**src/rtl/wb_arbiter_pkg.sv**
```systemverilog
// Shared register-file constants and types for the write-back arbiter slice.
// Provides the register-address and data widths, register count, enable
// levels, the zero word, and the requester index encoding (REQ_ALU/REQ_LSU).
package wb_arbiter_pkg;

  localparam int unsigned RegAddrWidth = 5;
  localparam int unsigned DataWidth    = 32;
  localparam int unsigned RegSize      = 32;

  typedef logic [RegAddrWidth-1:0] reg_addr_t;
  typedef logic [DataWidth-1:0]    data_t;

  localparam logic  Enable   = 1'b1;
  localparam logic  Disable  = 1'b0;
  localparam data_t ZeroWord = '0;

  // Requester index; also the encoding of the round-robin pointer.
  typedef enum logic {
    REQ_ALU = 1'b0,
    REQ_LSU = 1'b1
  } req_t;

endpackage

```
**src/rtl/wb_scoreboard.sv**
```systemverilog
// Register busy scoreboard.
// Ports:
//   clk, rst              clock, synchronous active-high reset (clears all bits)
//   set_en, set_addr      mark a destination register busy on the next edge
//   clr_en, clr_addr      mark a register free on the next edge
//   chk_addr1, chk_addr2  lookup addresses
//   busy1, busy2          busy state of the looked-up registers
// Register 0 is never busy; a set and a clear of the same register on the
// same edge leaves it busy.
module wb_scoreboard
  import wb_arbiter_pkg::*;
(
  input  logic      clk,
  input  logic      rst,
  input  logic      set_en,
  input  reg_addr_t set_addr,
  input  logic      clr_en,
  input  reg_addr_t clr_addr,
  input  reg_addr_t chk_addr1,
  input  reg_addr_t chk_addr2,
  output logic      busy1,
  output logic      busy2
);

  logic [RegSize-1:0] busy;
  logic [RegSize-1:0] busy_next;

  // Clear is applied first so that a coincident set wins.
  always_comb begin
    busy_next = busy;
    if (clr_en && clr_addr != '0) busy_next[clr_addr] = 1'b0;
    if (set_en && set_addr != '0) busy_next[set_addr] = 1'b1;
    busy_next[0] = 1'b0;
  end

  always_ff @(posedge clk) begin
    if (rst) busy <= '0;
    else     busy <= busy_next;
  end

  assign busy1 = busy[chk_addr1];
  assign busy2 = busy[chk_addr2];

endmodule

```
**src/rtl/wb_arbiter.sv**
```systemverilog
// Write-back arbiter: shares the single register-file write port between the
// ALU and the LSU with round-robin priority on conflicts.
// Parameter RR_INIT: requester holding first priority after reset (0 ALU, 1 LSU).
// Ports:
//   clk, rst                             clock, synchronous active-high reset
//   alu_valid/alu_waddr/alu_wdata/alu_ready   ALU write request handshake
//   lsu_valid/lsu_waddr/lsu_wdata/lsu_ready   LSU write request handshake
//   iss_valid, iss_addr, chk_addr1, chk_addr2, busy1, busy2
//                                        scoreboard ports, present only when
//                                        WB_SCOREBOARD_EN is defined
//   rf_we, rf_waddr, rf_wdata            registered register-file write port
// A transfer to register 0 is accepted and dropped (no write, no clear).
module wb_arbiter
  import wb_arbiter_pkg::*;
#(
  parameter int RR_INIT = 0
) (
  input  logic        clk,
  input  logic        rst,
  input  logic        alu_valid,
  input  logic [4:0]  alu_waddr,
  input  logic [31:0] alu_wdata,
  output logic        alu_ready,
  input  logic        lsu_valid,
  input  logic [4:0]  lsu_waddr,
  input  logic [31:0] lsu_wdata,
  output logic        lsu_ready,
`ifdef WB_SCOREBOARD_EN
  input  logic        iss_valid,
  input  logic [4:0]  iss_addr,
  input  logic [4:0]  chk_addr1,
  input  logic [4:0]  chk_addr2,
  output logic        busy1,
  output logic        busy2,
`endif
  output logic        rf_we,
  output logic [4:0]  rf_waddr,
  output logic [31:0] rf_wdata
);

  localparam req_t PtrInit = (RR_INIT == 0) ? REQ_ALU : REQ_LSU;

  req_t      ptr;
  logic      alu_grant;
  logic      lsu_grant;
  logic      xfer;
  reg_addr_t xfer_addr;
  data_t     xfer_data;

  always_comb begin
    alu_grant = !rst && alu_valid && (!lsu_valid || ptr == REQ_ALU);
    lsu_grant = !rst && lsu_valid && (!alu_valid || ptr == REQ_LSU);
    xfer      = alu_grant || lsu_grant;
    xfer_addr = lsu_grant ? lsu_waddr : alu_waddr;
    xfer_data = lsu_grant ? lsu_wdata : alu_wdata;
  end

  assign alu_ready = alu_grant;
  assign lsu_ready = lsu_grant;

  // The pointer moves past whichever requester was just served, so a conflict
  // loser always wins the following cycle.
  always_ff @(posedge clk) begin
    if (rst) begin
      ptr      <= PtrInit;
      rf_we    <= Disable;
      rf_waddr <= '0;
      rf_wdata <= ZeroWord;
    end else begin
      rf_we <= Disable;
      if (xfer) ptr <= lsu_grant ? REQ_ALU : REQ_LSU;
      if (xfer && xfer_addr != '0) begin
        rf_we    <= Enable;
        rf_waddr <= xfer_addr;
        rf_wdata <= xfer_data;
      end
    end
  end

`ifdef WB_SCOREBOARD_EN
  wb_scoreboard u_scoreboard (
    .clk       (clk),
    .rst       (rst),
    .set_en    (iss_valid),
    .set_addr  (iss_addr),
    .clr_en    (xfer),
    .clr_addr  (xfer_addr),
    .chk_addr1 (chk_addr1),
    .chk_addr2 (chk_addr2),
    .busy1     (busy1),
    .busy2     (busy2)
  );
`endif

endmodule

```
**config.mk**
```make
export PLATFORM = sky130hd
export DESIGN_NAME = wb_arbiter
export DESIGN_NICKNAME = d
export VERILOG_FILES = /design/src/rtl/wb_arbiter_pkg.sv /design/src/rtl/wb_scoreboard.sv /design/src/rtl/wb_arbiter.sv
export SDC_FILE = /design/constraint.sdc
export NUM_CORES = 1
export LEC_CHECK = 0
export BUFFER_PORTS_ARGS = -buffer_cell sky130_fd_sc_hd__clkbuf_2
export CORE_MARGIN = 4
export CORE_UTILIZATION = 47
export DETAILED_ROUTE_END_ITERATION = 8
export PLACE_DENSITY = 0.89
export SLEW_MARGIN = 20
export SYNTH_ARGS = -nofsm -noshare
export SYNTH_HDL_FRONTEND = slang
export SYNTH_SLANG_ARGS = --single-unit
```
**constraint.sdc**
```tcl
create_clock -name clk -period 3.6 [get_ports clk]
set_input_delay 0.18 -clock clk [delete_from_list [all_inputs] [get_ports clk]]
set_output_delay 0.18 -clock clk [all_outputs]
set_load 0.02 [all_outputs]
```
==> out/summary.md, run 1 <==
The flow ran to the end, and the final reports show no timing, DRC or antenna violations. After global routing the overflow that remains totals 0. The core region is 4090 sq um.

For this design the top-level I/O count stands at 118. Among the stages of the critical path, the cell type that occurs most often is sky130_fd_sc_hd__clkbuf_2. Synthesis produced a netlist with a net count of 272. Summed over its instances, the top area cell type makes up 38.4% of the synthesized netlist area.

The logs give 1804 for the total via count in the routed design and 0 for the number of warning messages in the yosys log. The number of input and output port buffers inserted came out at 117. The first global-routing pass estimated 7610 microns of wire. Die area: 5440 sq um. Leaving out fill and tap cells, the most frequent cells in the layout are sky130_fd_sc_hd__clkbuf_2, sky130_fd_sc_hd__mux2i_1, sky130_fd_sc_hd__dfxtp_1. The slew of the pin with the lowest slew margin was 0.961 ns.

For the clock latency of the later-clocked register in the worst-skew pair, the log shows 0.28 ns. For the final instance count without filler cells, the log shows 357. The signal on the critical path passes through clkbuf_2, nor2b_1, nand2_2, inv_1, clkbuf_2.

The total global-route track usage is 17.7%, and the clock tree buffer depth is 2. After detailed routing, the number of vias per cell comes to 5.05. In the post-synthesis netlist, the biggest area contributors are sky130_fd_sc_hd__dfxtp_1, sky130_fd_sc_hd__mux2i_1, sky130_fd_sc_hd__nand2b_1. Counting every sink on the clock net gives 39. The fraction of the cycle the final worst path needs was 65.7%. TritonCTS built the clock tree. The number of gates resized after CTS was 0. The run gives 3780 microns as the detailed-placement wirelength estimate. The slowest stage of the critical path belongs to the cell sky130_fd_sc_hd__nand2_2. The H-tree was split into 2 levels.

The worst setup path is captured at a primary output. The logs give 38.4% for the fraction of the yosys area taken by sequential cells and 0 ns for the setup TNS after final layout. The final count of hold timing violations was 0. The number of antenna violations at the first check in global routing is 0. IR analysis of the VDD net gives a maximum drop of 0.246 mV. The number of nets with antenna violations after detailed routing was 0; the antenna diode count was 0.

STA classifies the critical path startpoint as a primary input. Number of setup violations in the final report: 0. The tightest min-delay check is of the primary input to register type.

Reported max-cap violation count: 0. The post-placement cell area was 2580 sq um. The number of setup buffers added after CTS is 0. For the arrival time at the worst endpoint, the log shows 2.18 ns.

The width of the die came out at 73.7 microns. The logs give 0 for the number of pins exceeding their max-slew limit in the final report and 5 for the total clock buffers created by CTS. The number of fillers in the final layout was 352; the synthesized flop and latch total was 39. The run gives 1776 as the number of global-route vias before repair. Initial detailed-routing violation count: 66. The storage element area is 781 sq um, and the highest clock rate is 423 MHz. The worst setup path is of the primary input to primary output kind. The footprint of the multi-input gates was 1120 sq um; the count of distinct cell types in the synthesized netlist was 29. Commonest non-fill, non-tap cell in the layout: sky130_fd_sc_hd__clkbuf_2. Clock skew on the completed layout was measured at 0.00276 ns. Power spread over the standard cell area amounts to 411 nW/um^2. The floorplan step set the die height to 73.7 microns. Entering global routing, the biggest net connects 42 pins. The largest driver fanout on the critical path is 41, and the critical path's largest stage delay is 0.58 ns.

The run gives 2030 sq um as the cell area after synthesis. The cell type contributing the most total cell area after synthesis was sky130_fd_sc_hd__dfxtp_1. Setup repair after global routing left no endpoint under its margin. On the final layout, the worst hold slack is 0.180 ns. The tree is rooted in a sky130_fd_sc_hd__clkbuf_8.

The first detailed-routing pass took 4 iterations. The worst pin sits at a relative slew slack of 35.9%. After clock tree synthesis, the flow added hold-fix buffers numbering 0.

For the starting density of the core, the log shows 49.7%. For the finished layout, the period the worst path requires is 2.36 ns. The fraction of the core area covered by cells at the end of the flow was 65.2%; the leakage power total was 0.00148 uW. The final estimated routing congestion in global placement is 0.906, and the final instance area is 2670 sq um. The mean routed wirelength per cell came out at 13.4 microns.

Data on the critical path is required at its endpoint by 3.42 ns. In the final design database the tool counted 384 nets. The initialized floorplan defines 23 standard-cell rows. The synthesis-to-finish area growth is 31.2%, and the average instance area after synthesis is 10.5 sq um.

Total wirelength of the detailed-routed design: 4800 microns. For this run, design rule violations remaining after detail routing come to 0. The fraction of final layout cells sized beyond drive strength 1 was 42.0%; the cell total after placement was 349. The cell count after synthesis came out at 194. The clock edge transition at the registers on the reported setup and hold paths was 0.07 ns.
## flip-flops by register name, indices dropped and copies added (netlist names)
signal    cells
ptr           1
rf_waddr      5
rf_wdata     32
rf_we         1
## cells in the mapped netlist (all sizes together)
| master | count |
|---|---|
| o21ai | 2 |
| nor3 | 2 |
| a2111oi | 1 |
| nand2b | 34 |
| nor2b | 2 |
| nand2 | 3 |
| clkbuf | 6 |
| a31oi | 2 |
| a21oi | 3 |
| a21o | 3 |
| mux2i | 65 |
| inv | 6 |
| o32ai | 3 |
| nor4b | 1 |
| nand3 | 2 |
| nor2 | 1 |
| o2111ai | 2 |
| buf | 7 |
| dfxtp | 39 |
| a311oi | 2 |
| a211oi | 5 |
| or3 | 2 |
| o21bai | 1 |
## final timing paths
check,start,to,slack [ns],cells past startpoint
min reg2reg,rf_wdata[12],rf_wdata[12],0.47,2
max reg2reg,ptr,rf_wdata[9],1.55,5
min,lsu_wdata[28],rf_wdata[28],0.18,3
max,rst,lsu_ready,1.24,5
## metal layers
| layer | track usage, % | wire length, microns |
|---|---|---|
| met2 | 29.0 | 2250 |
| met1 | 21.8 | 1980 |
| met4 | 7.04 | 89 |
| met5 | 0 | 0 |
| met3 | 4.79 | 477 |
## final cells by class
cell class / count / share of cell area, %
clock inverters: 1 / 0.188
well taps: 50 / 2.35
repair buffers: 118 / 22.3
inverters: 6 / 0.845
clock buffers: 7 / 2.86
multi-input cells: 136 / 42.2
flip-flops and latches: 39 / 29.3
## critical path, delay by kind of cell
kind                   cells  cell delay [ns]
buffers and inverters      3             0.83
AND/OR/NAND/NOR            2             1.15
## where the power goes
part	total [uW]	internal, uW	switching, uW
registers	515	486	29.6
clock network	273	136	137
logic	308	134	174
## cell families after synthesis
group                  Yosys count  share of synthesized area [%]
buffers and inverters           19                           6.22
AOI/OAI and AO/OA               24                           9.06
DFF                             39                           38.4
muxes                           65                           32.0
and+or+nand+nor                 47                           14.2
## per-stage QoR
step / total power [uW] / setup slack, ns
3_3_place_gp: 826 / 1.15
4_1_cts: 1110 / 1.29
5_1_grt: 1160 / 1.10
2_1_floorplan: 727 / 1.88
6_report: 1100 / 1.24
3_5_place_dp: 836 / 1.06
No activity file was read; power rests on OpenSTA's default activity.
==> run 2, diff against run 1 <==
ABC_AREA = 1   (was unset)
CORE_UTILIZATION = 41   (was 47)
PLACE_DENSITY = 0.8   (was 0.89)
clock period = 1.9 ns   (was 3.6 ns; I/O delays follow)
==> out/summary.md, run 2 <==
The number of enable flip-flop cells after synthesis works out to 0. The leakage power total is 0.00181 uW. For the worst setup path, the data arrival time is 1.61 ns. The sequential cell fraction of total power was 39.7%; the met2 routed wirelength was 3040 microns. The logs give 726 uW for the switching power and 1660 uW for the internal power contribution. Global routing finished with a remaining overflow of 0. The reported max-cap violation count was 0; the post-layout minimum cycle time was 1.71 ns. Of the total power, the share spent switching nets is 30.4%.

The uppermost layer routed is met4. The initial detailed-routing violation count was 84; the width of the die was 82.5 microns. In the post-synthesis netlist, the biggest area contributors are sky130_fd_sc_hd__dfxtp_1, sky130_fd_sc_hd__nand2_1, sky130_fd_sc_hd__nand3_1.

The number of setup buffers added after CTS was 0. The worst path required time is 1.80 ns, and the power density over the cells is 797 nW/um^2. IR analysis of the VDD net gives a maximum drop of 0.336 mV.

The number of input and output port buffers inserted was 117. In this run, the combinational gates consume 26.3% of the power. The library cells used most frequently in the layout, excluding fill and tap cells, are sky130_fd_sc_hd__nand2_1, sky130_fd_sc_hd__clkbuf_2, sky130_fd_sc_hd__inv_1. Power comes to 2390 uW. Top register by number of flip-flops: rf_wdata. The average instance area after synthesis was 6.10 sq um; the total clock buffers created by CTS was 5. Setup repair after global routing left no endpoint under its margin.

The number of vias per cell is 4.52, and the pin count of the biggest net entering global routing is 37. The first global-routing pass estimated 9800 microns of wire. After routing, the total negative slack on setup checks comes to 0 ns.

The cts-stage hold buffer count is 0, and the residual DRC count is 0. The headroom to the max-slew limit is 38.7%. The share of total power dissipated in the clock network is 34.0%. In the synthesized netlist the dominant register cell turns out to be sky130_fd_sc_hd__dfxtp_1. The logs give 2 for the clock tree buffer depth and 34.3% for the fraction of the yosys area taken by sequential cells.

The number of nets produced by synthesis is 451, and the total via count in the routed design is 2504. The critical path launch point type is a register. The logs give 2270 sq um for the cell area after synthesis and 554 for the final instance count without filler cells.

Final count of hold timing violations: 0. TritonCTS built the clock tree. The run gives 373 as the number of instances in the synthesized netlist. The source of the critical timing path is ptr.

Number of H-tree levels: 2. By count the netlist is led by sky130_fd_sc_hd__nand2_1, sky130_fd_sc_hd__inv_1, sky130_fd_sc_hd__nor2_1. The worst path uses 90.0% of the clock period.

Most repeated cell in the gate-level netlist after synthesis: sky130_fd_sc_hd__nand2_1. The logic depth of the worst register-to-register path works out to 9. In this run the worst setup path terminates at lsu_ready. For the pin with the worst max-slew slack, the measured transition is 0.913 ns. Setup violations remaining at the end of the flow were counted as 0. Wire segments on met3 add up to 530 microns in the final route. The wire-length estimate of the detail-placed layout is 4610 microns.

The top-level port count came out at 118. The worst register-to-register path begins at ptr. After detailed routing, the wire length on met1 is 2610 microns. The worst min-delay path category was primary input to register. The floorplan has 26 rows. The run gives 0 as the number of nets with antenna violations after detailed routing. The run gives 0.820 as the final estimated routing congestion in global placement.

The flow ran to the end, and the final reports show no timing, DRC or antenna violations. The run gives 0 as the number of pins exceeding their max-slew limit in the final report. In this run the critical register-to-register path is captured at rf_wdata[22]. For this run, the number of Yosys warnings is 0.

The total wirelength of the detailed-routed design came out at 6200 microns. The largest registers in the layout are rf_wdata (32), rf_waddr (5). The library cell used most frequently in the layout, excluding fill and tap cells, is sky130_fd_sc_hd__nand2_1. The later pin in the worst-skew pair is clocked with a latency of 0.29 ns. The cell total after placement was 545; the setup slack of the most critical reg-to-reg path was 0.21 ns. In this run the biggest area consumer among cell types represents 34.3% of the synthesized area. The register with the most flip-flops in the layout has 32 of them.

Antenna diode count: 0. The total global-route track usage was 18.7%; the share of synthesized registers carrying an async set or reset was 0%. The floorplan step defined a core boundary enclosing 5240 sq um. Summed over all instances, the cell type with the most area after synthesis is sky130_fd_sc_hd__dfxtp_1. The overall die height is 82.5 microns, and the largest driver fanout on the critical path is 33. The clock net in this run drives a total of 39 sinks. The post-route netlist has 35.1% of its cells at a drive strength greater than 1. The critical path is of the register to primary output type.

Hold slack: 0.0956 ns. For this run, the share of the core covered by cells in the final layout is 57.2%. After clock tree synthesis, the clock-pin slew on the worst setup and hold paths is 0.07 ns. In this run, synthesis produced a sequential element count of 39. The synthesis-to-finish area growth was 31.8%; the die area was 6800 sq um.

The detailed-routing iteration count for the pre-antenna-repair pass is 4. The worst setup path is captured at a primary output. The run gives 24 as the count of distinct cell types in the synthesized netlist. At the end of the flow, the number of nets in the layout was 561. The number of antenna violations at the first check in global routing is 0, and the mean routed wirelength per cell is 11.2 microns.

The tools report the clock root buffer as sky130_fd_sc_hd__clkbuf_8. Once the floorplan was initialized, standard cells occupied 43.4% of the core. The run gives 585 MHz as the highest clock rate. The worst clock skew on the final layout was 0.00714 ns. The tools report the number of global-route vias before repair as 2251.
## run 2: area by class of cell
cell class                      count  area (sq um)
Clock buffer                        6          72.6
Clock inverter                      2          60.1
Fill cell                         558          2240
Inverter                           49           191
Multi-Input combinational cell    267          1190
Sequential cell                    39           781
Tap cell                           70          87.6
Timing Repair Buffer              121           616
## run 2: power groups by stage
stage / registers [uW] / logic [uW] / clock network (uW)
after floorplan: 1050 / 334 / 0
after global placement: 967 / 617 / 0
after detailed placement: 967 / 628 / 0
after CTS: 949 / 631 / 832
after global routing: 958 / 710 / 873
final: 948 / 629 / 814
## run 2: how the worst min path moves through the flow
stage / from / to / slack, ns / cells after the start
after global placement: alu_valid / ptr / 0.37 / 3
after CTS: alu_valid / ptr / 0.08 / 3
after floorplan: rst / rf_waddr[0] / 0.16 / 1
final: alu_valid / ptr / 0.1 / 3
after detailed placement: alu_valid / ptr / 0.38 / 3
after global routing: rst / rf_waddr[4] / 0.11 / 2
## run 2: critical path, cell delays in order (launching register included)
cell	delay, ns
sky130_fd_sc_hd__dfxtp_1	0.33
sky130_fd_sc_hd__inv_1	0.06
sky130_fd_sc_hd__nand2_2	0.15
sky130_fd_sc_hd__nand2_4	0.15
sky130_fd_sc_hd__inv_2	0.08
sky130_fd_sc_hd__buf_4	0.32
sky130_fd_sc_hd__clkbuf_2	0.24
## run 2: logic make-up (layout without fill, tap and decap cells)
kind of cell    after synthesis  in the layout  synth area share, %
buf+inv                      68            178                 13.8
compound gates                6              6                 2.20
flops                        39             39                 34.3
simple gates                260            261                 49.7
## run 2: per-layer routing
metal / GRT usage (%) / vias up
met4: 3.99 / 0
met2: 33.2 / 81
met1: 22.3 / 1095
met3: 5.10 / 2
li1: - / 1326
met5: 0 / -
## run 2: stage by stage
step | instance area (sq um) | setup WS, ns
after global routing | 3000 | 0.000383
after global placement | 2850 | 0.149
final | 3000 | 0.190
after CTS | 2980 | 0.0312
after floorplan | 2270 | 0.134
after detailed placement | 2850 | 0.0459
## run 2: what timing repair did
action,4_1_cts,5_1_grt
hold endpoints to repair,0,0
resized for setup,0,4
setup endpoints to repair,0,38
==> run 3, diff against run 2 <==
==> constraint.sdc (replaced) <==
create_clock -name clk -period 1.9 [get_ports clk]
set_input_delay 0.19 -clock clk [delete_from_list [all_inputs] [get_ports clk]]
set_output_delay 0.19 -clock clk [all_outputs]
set_load 0.02 [all_outputs]
==> out/summary.md, run 3 (synthesis results as in run 2) <==
At the worst endpoint, the required time is 2.08 ns. The first global-routing pass estimated 9890 microns of wire. Static timing analysis puts the maximum clock frequency at 583 MHz. The worst setup slack after placement is 0.0391 ns, and the count of buffering cells on the critical path with inverters included is 3. The commonest non-fill, non-tap cell in the layout was sky130_fd_sc_hd__nand2_1. The headroom to the max-slew limit was 38.1%. Compared with the post-synthesis result, the final layout area differs by 33.9%.

Top register by number of flip-flops: rf_wdata. The pin count of the biggest net entering global routing came out at 35. The detailed router placed 2542 vias in this run. TritonCTS created 5 clock buffers. The largest individual stage delay along the critical path comes from the cell sky130_fd_sc_hd__dfxtp_1.

For the worst flop-to-flop path, the logic depth is 11. Clock-pin slew was measured on the worst setup and hold paths at 0.07 ns. The endpoint of the worst hold path was rf_waddr[0]. The final critical path takes up 90.3% of the cycle.

The clock arrives with 0.00163 ns of skew. The tools report the sort of element at the end of the critical path as a register. The tools report the standard-cell row count as 26. The run gives 0 as the reported max-cap violation count.

On the critical path the largest part of the delay comes from simple AND/OR/NAND/NOR gates. The run gives 0 as the number of antenna violations at the first check in global routing. The setup TNS after final layout came out at 0 ns. Walking the worst path, the cells encountered are inv_1, nand2_2, nand2_4, nand2_1, nand2_1, nand3_2, o21bai_4, inv_4, buf_4, nor2_2, nor2_1. The root buffer cell chosen for the clock tree is sky130_fd_sc_hd__clkbuf_8. The power density over the cells is 791 nW/um^2. The residual DRC count was 0. After detailed routing, the number of vias per cell comes to 4.55.

Worst min-delay path category: primary input to register. The number of pins exceeding their max-slew limit in the final report is 0, and the leakage power total is 0.00184 uW. The run finished with clean final reports.

The run gives 0.809 as the final estimated routing congestion in global placement. The tools report the critical path launch point type as a register. The run gives 4710 microns as the detailed-placement wirelength estimate.

The clock drives 39 sinks. Cell count of the worst hold path: 2. The routing layer with the top usage in global route is met2. Global routing consumed, on the met3 layer, 6.07% of the routing resources.

Total wirelength of the detailed-routed design: 6250 microns. Buffers placed on the I/O ports in this run total 117. For the number of setup violations in the final report, the log shows 0. For the starting density of the core, the log shows 43.4%.

Setup slack closes at 0.185 ns. In this run the critical register-to-register path is launched from ptr. The area of the core region is 5240 sq um. Excluding fillers, the count of instances in the completed layout stands at 559. IR analysis of the VDD net gives a maximum drop of 0.375 mV. For this design the top-level I/O count stands at 118. No sink is reached through more buffers than the 2 on the longest clock path.

The start-to-end type of the worst setup path is register to register. On the worst path, the slowest cell contributes a delay of 0.31 ns. After detailed routing, the average wire length per cell comes to 11.2 microns.

In the final layout, the registers with the most flip-flops are rf_wdata (32), rf_waddr (5). The reg-to-reg critical path endpoint is rf_wdata[2]. The library cells used most frequently in the layout, excluding fill and tap cells, are sky130_fd_sc_hd__nand2_1, sky130_fd_sc_hd__clkbuf_2, sky130_fd_sc_hd__inv_1. Clock latency on the worst-skew pair, taken at its later pin, is 0.28 ns.

Setup slack on the worst reg-to-reg path comes out at 0.18 ns. The start point of the worst min-delay path was rst. The overall die height works out to 82.5 microns. For the number of H-tree levels, the log shows 2. The number of global-route vias before repair came out at 2383.

In this run the worst path has a maximum fanout of 14. The width of the die works out to 82.5 microns. The cell repeated most along the worst path is sky130_fd_sc_hd__nand2_1. For this run, global-route usage on met1 was measured as 20.6%. After detailed placement, the design holds a cell count of 549. Across every metal layer, demand over resource in global routing totals 18.6%.

TritonCTS built the clock tree. The die area came out at 6800 sq um. For this block, the initial DRC count from the detailed router was 109. Setup repair after global routing left no endpoint under its margin.

The first detailed-routing pass ran for 4 iterations. In the final layout, the share of cells above drive strength 1 is 35.8%. The net count reported at finish is 566. The post-placement cell area was 2890 sq um; the slew of the pin with the lowest slew margin was 0.922 ns. For the worst setup path, the data arrival time is 1.89 ns. The number of nets with antenna violations after detailed routing came out at 0. The run gives 0 as the residual overflow from global routing.

Once layout is done, the placed cells without fillers occupy 3050 sq um. The flip-flop count of the largest register after layout is 32. The met2 track demand over resource is 33.2%, and the antenna diode count is 0. Post-layout minimum cycle time: 1.72 ns. For the final count of hold timing violations, the log shows 0.
[run 3: area by class of cell]
type,count,area [sq um]
Clock inverter,2,60.1
Sequential cell,39,781
Clock buffer,6,72.6
Inverter,49,186
Tap cell,70,87.6
Timing Repair Buffer,126,669
Fill cell,548,2190
Multi-Input combinational cell,267,1190
[run 3: per-layer routing]
layer / vias up / wire length, microns / part of all wire, %
li1: 1337 / - / -
met1: 1098 / 2530 / 40
met2: 94 / 3070 / 49
met3: 13 / 546 / 8.7
met4: 0 / 109 / 1.7
met5: - / 0 / 0
[run 3: power by group]
group | leakage [uW] | internal [uW] | total, uW | switching, uW
Sequential | 0.000323 | 896 | 949 | 52.8
Clock | 0.0000654 | 525 | 813 | 287
Combinational | 0.00146 | 259 | 647 | 388
Total | 0.00184 | 1680 | 2410 | 728
[run 3: how the worst max path moves through the flow]
| stage | from | cells past startpoint | to | slack, ns |
|---|---|---|---|---|
| floorplan | ptr | 9 | rf_waddr[1] | 0.13 |
| global placement | ptr | 11 | rf_wdata[23] | 0.14 |
| detailed placement | ptr | 11 | rf_wdata[5] | 0.04 |
| CTS | ptr | 11 | rf_wdata[5] | 0.03 |
| global route | ptr | 11 | rf_wdata[5] | 0.008 |
| finish | ptr | 11 | rf_wdata[2] | 0.18 |
[run 3: stage by stage]
stage / hold WS, ns / power, uW / util (%)
finish: 0.189 / 2410 / 58.2
global route: 0.196 / 2560 / 58.2
CTS: 0.171 / 2430 / 57.9
detailed placement: 0.460 / 1610 / 55.3
global placement: 0.461 / 1600 / 55.3
floorplan: 0.259 / 1390 / -
[run 3: what timing repair did]
action / 4_1_cts / 5_1_grt
endpoints found under the setup margin: 1 / 24
hold buffers: 0 / 0
buffers inserted: 0 / 1
endpoints found under the hold margin: 0 / 0
pin swaps: 0 / 1
resized for setup: 1 / 1
cloned: 0 / 1
[run 3: worst register-to-register path, delay by kind of cell, from the launching register on]
family / cells / cell delay, ns
compound gates: 1 / 0.20
flops: 1 / 0.31
simple gates: 7 / 0.68
buf+inv: 3 / 0.42
